<file path="config.mk">
export PLATFORM = sky130hd
export DESIGN_NAME = arena_dumper
export DESIGN_NICKNAME = d
export VERILOG_FILES = /design/src/rtl/arena_dumper.sv
export SDC_FILE = /design/constraint.sdc
export NUM_CORES = 1
export LEC_CHECK = 0
export CAP_MARGIN = 0
export CORE_MARGIN = 3
export CORE_UTILIZATION = 43
export CTS_CLUSTER_DIAMETER = 40
export DETAILED_ROUTE_END_ITERATION = 12
export PLACE_DENSITY = 0.75
export REMOVE_ABC_BUFFERS = 1
export SYNTH_ARGS = -nofsm -noshare
export SYNTH_HDL_FRONTEND = slang
export SYNTH_SLANG_ARGS = --single-unit
</file>
<file path="constraint.sdc">
create_clock -name clk -period 1.65 [get_ports clk]
set_input_delay 0.33 -clock clk [delete_from_list [all_inputs] [get_ports clk]]
set_output_delay 0.33 -clock clk [all_outputs]
set_load 0.02 [all_outputs]
</file>
<file path="src/rtl/arena_dumper.sv">
// ============================================================================
// Module   : arena_dumper
// Brief    : Walks every arena row and streams each cell as one token on a
//            valid/ready channel. This is a read-only arena engine.
// Revision : 1.0 - initial release
// ============================================================================
`default_nettype none

module arena_dumper #(
    parameter int ARENA_WIDTH  = 10,
    parameter int ARENA_HEIGHT = 10
) (
    input  logic                   clk,
    input  logic                   rst,
    input  logic                   start,
    output logic                   ready,
    output logic [7:0]             arena_row_select,
    input  logic [ARENA_WIDTH-1:0] arena_columns,
    output logic [ARENA_WIDTH-1:0] arena_columns_new,
    output logic                   arena_columns_write,
    output logic                   cell_valid,
    input  logic                   cell_ready,
    output logic                   cell_alive,
    output logic                   cell_eol,
    output logic                   cell_eof
);

    localparam int                 c_COL_W    = (ARENA_WIDTH > 1) ? $clog2(ARENA_WIDTH) : 1;
    localparam logic [c_COL_W-1:0] c_LAST_COL = c_COL_W'(ARENA_WIDTH - 1);
    localparam logic [7:0]         c_LAST_ROW = 8'(ARENA_HEIGHT - 1);

    localparam logic [1:0] c_IDLE  = 2'd0;
    localparam logic [1:0] c_FETCH = 2'd1;
    localparam logic [1:0] c_SHIFT = 2'd2;

    logic [1:0]             r_state;
    logic [1:0]             w_next_state;
    logic [7:0]             r_row;
    logic [c_COL_W-1:0]     r_col;
    logic [ARENA_WIDTH-1:0] r_row_buf;
    logic [ARENA_WIDTH-1:0] w_shifted;
    logic                   w_eol;
    logic                   w_eof;
    logic                   w_xfer;

    // A shift keeps the cell select legal even when ARENA_WIDTH is 1.
    assign w_shifted = r_row_buf >> r_col;
    assign w_eol     = (r_col == c_LAST_COL);
    assign w_eof     = w_eol && (r_row == c_LAST_ROW);
    assign w_xfer    = (r_state == c_SHIFT) && cell_ready;

    assign arena_columns_new   = '0;
    assign arena_columns_write = 1'b0;

    always_ff @(posedge clk or posedge rst) begin
        if (rst) begin
            r_state   <= c_IDLE;
            r_row     <= 8'd0;
            r_col     <= '0;
            r_row_buf <= '0;
        end else begin
            r_state <= w_next_state;
            case (r_state)
                c_IDLE: begin
                    if (start) begin
                        r_row <= 8'd0;
                    end
                end
                c_FETCH: begin
                    r_row_buf <= arena_columns;
                    r_col     <= '0;
                end
                c_SHIFT: begin
                    if (w_xfer) begin
                        if (!w_eol) begin
                            r_col <= r_col + c_COL_W'(1);
                        end else if (!w_eof) begin
                            r_row <= r_row + 8'd1;
                        end
                    end
                end
                default: ;
            endcase
        end
    end

    always_comb begin
        w_next_state = r_state;
        case (r_state)
            c_IDLE:  if (start) w_next_state = c_FETCH;
            c_FETCH: w_next_state = c_SHIFT;
            c_SHIFT: begin
                if (w_xfer && w_eol) begin
                    w_next_state = w_eof ? c_IDLE : c_FETCH;
                end
            end
            default: w_next_state = c_IDLE;
        endcase
    end

    always_comb begin
        ready            = 1'b0;
        cell_valid       = 1'b0;
        cell_alive       = 1'b0;
        cell_eol         = 1'b0;
        cell_eof         = 1'b0;
        arena_row_select = r_row;
        case (r_state)
            c_IDLE: begin
                ready            = 1'b1;
                arena_row_select = 8'd0;
            end
            c_SHIFT: begin
                cell_valid = 1'b1;
                cell_alive = w_shifted[0];
                cell_eol   = w_eol;
                cell_eof   = w_eof;
            end
            default: ;
        endcase
    end

endmodule

`default_nettype wire

</file>
==> out/results.ini <==
[place]
place_hpwl_um = 2690
gp_congestion = 0.858
portBuffers = 26
post-place-ws_ns = -0.387
placed_cells = 251

[critical_path]
worstSetupPathType = register to output port
crit_arrival_ns = 1.68
critPathMaxStageDelay_ns = 0.54
critical_path.cell_chain = mux4_2 -> nor2_2 -> o22ai_1 -> buf_2
r2r_cells = 9
r2r-end = r_row[6]
crit_cells = 4
endpoint_kind = output port
path_max_fanout = 5
rrSetupSlack_ns = -0.12
crit_buf_inv = 1
required_ns = 1.32
cpMaxStageDelayCell = mux4_2
rr_startpoint = r_col[1]
path_delay_family = multiplexers
crit_path_start_kind = register

[route]
routed_wirelength_um = 3920
wire_per_inst_um = 14.9
drt_pass1_iterations = 4
postRouteAntennaNets = 0
vias_per_cell = 5.19
first_iter_violations = 56
num_vias = 1366
drc = 0

[finish]
n_antenna_cell = 0
nNetsFinal = 238
drive_above_1_share = 0.406
area_growth_pct = 51.6
layout_common_cells = 36 x nand2_1, 32 x buf_4, 22 x dfrtp_1, 16 x buf_6, 13 x clkdlybuf4s50_1
instances_no_fill = 263
nFillCells = 240
final_common_cell = nand2_1

[power_and_ir_drop]
powerDensity_nw_per_um2 = 1250
peakVddDrop_mv = 0.767
fin_total_pwr_mw = 2.72
p_leak_nw = 1.05

[cts]
h-tree-depth = 1
insertion_delay_ns = 0.31
cts-root-to-sink-buffers = 2
tritoncts = yes
root_buffer = clkbuf_4
numCtsBuffers = 3
clk_pin_slew_ns = 0.13
clkSinkCount = 24
holdBufCountCts = 0

[global_routing]
grt_util_all_layers = 0.195
grt_max_degree = 25
grt-ovfl-total = 0
grt_first_pass_wirelength_um = 6370
antenna_found_initial = 0
grt_pass1_vias = 1399

[floorplanning]
start_util = 0.458
die_w_um = 63.7
num_rows = 20
dieArea_um2 = 4060
ios = 38
die_height_um = 63.7
core_area_um2 = 3130

[synthesis]
syn_inst = 156
synthArstFlopShare = 1.00
synth_edf_count = 0
synth_ff_type = dfrtp_1
synth-warning-count = 0
synth_seq_cells = 24
syn_avg_cell_area_um2 = 9.18
syn_area_um2 = 1430
yosysUniqueCellTypes = 41
ys_seq_area_frac = 0.419

[run]
drv_cap = 0

[sta]
hold_viol_final = 0
clock_skew_ns = 0.000949
fmax_ghz = 0.497
hold_slack_ns = 0.340
rsz0062_at_grt = yes
slew_violations = 0
finalCritPeriodShare = 1.22
layout_setup_ws_ns = -0.361
setup_viol = 19
tns_ns = -1.95
finalCriticalPeriod_ns = 2.01

[run_status]
violations = setup timing
status = complete, but fails checks

[min_path]
hp-class = primary input to asynchronous set/reset pin

-- layout make-up --
type                       instances  area [um^2]  area share
inverter                           7         31.3      0.0144
timing repair buffer              65          571       0.263
clock buffer                       4         36.3      0.0167
sequential                        24          603       0.278
multi-input combinational        119          876       0.403
tap                               44         55.1      0.0253
-- cells by family after synthesis --
group	Yosys count	synth area share
AND/OR/NAND/NOR	72	0.261
AO/OA/AOI/OAI	25	0.128
flip-flops	24	0.419
buffers and inverters	23	0.0952
multiplexers	6	0.0524
adder cells (fa/ha/maj)	4	0.0349
other	1	0.00262
XOR/XNOR	1	0.00611
-- per-layer routing --
layer	GRT usage	wire length, um
met3	0.0267	232
met4	0.0647	63
met5	0	0
met1	0.221	1490
met2	0.370	2140
-- registers in the layout, summed over array words and instances (netlist names) --
name       flops
r_row          8
r_col          4
r_state        2
r_row_buf     10
-- cells in the mapped netlist, drive strengths merged, types with 2 or more instances --
cell type | n | share of area
a211oi | 2 | 0.014
a21oi | 4 | 0.014
a31oi | 5 | 0.035
a41oi | 2 | 0.012
and3 | 2 | 0.0087
buf | 13 | 0.069
clkbuf | 3 | 0.0079
dfrtp | 24 | 0.42
ha | 4 | 0.035
inv | 7 | 0.018
mux2 | 2 | 0.016
mux2i | 3 | 0.021
nand2 | 36 | 0.094
nand2b | 4 | 0.017
nand3 | 7 | 0.028
nand3b | 2 | 0.013
nand4 | 2 | 0.0087
nor2 | 6 | 0.016
nor2b | 8 | 0.035
o21ai | 6 | 0.021
-- report_power, final --
part	internal, mW	switching (mW)
logic	0.738	0.769
clock network	0.135	0.174
registers	0.773	0.133
total	1.65	1.08
-- worst reg2reg max path: stages (launching register included) --
cell	delay, ns
dfrtp_2	0.46
buf_6	0.13
inv_4	0.05
ha_4	0.13
nand3b_4	0.10
buf_6	0.15
a211oi_4	0.21
buf_6	0.19
a41oi_2	0.10
a31oi_1	0.17
-- worst max path at each step --
stage / from / end / slack, ns
after CTS: r_col[0] / cell_alive / -0.34
after floorplan: r_col[1] / cell_eof / -0.16
after global routing: r_col[0] / cell_alive / -0.44
after detailed placement: r_col[1] / cell_alive / -0.39
after global placement: r_col[1] / cell_alive / -0.34
final: r_col[0] / cell_alive / -0.36
-- through the flow --
step | utilization | area [um^2]
after floorplan | - | 1360
after global placement | 0.610 | 1910
after detailed placement | 0.610 | 1910
after CTS | 0.650 | 2030
after global routing | 0.694 | 2170
final | 0.694 | 2170
-- timing repair --
item | 4_1_cts | 5_1_grt
setup buffers | 5 | 3
setup endpoints to repair | 21 | 25
gates resized for setup | 83 | 33
pin swaps | 6 | 4
cloned | 1 | 0
(Power assumes the default switching activity.)
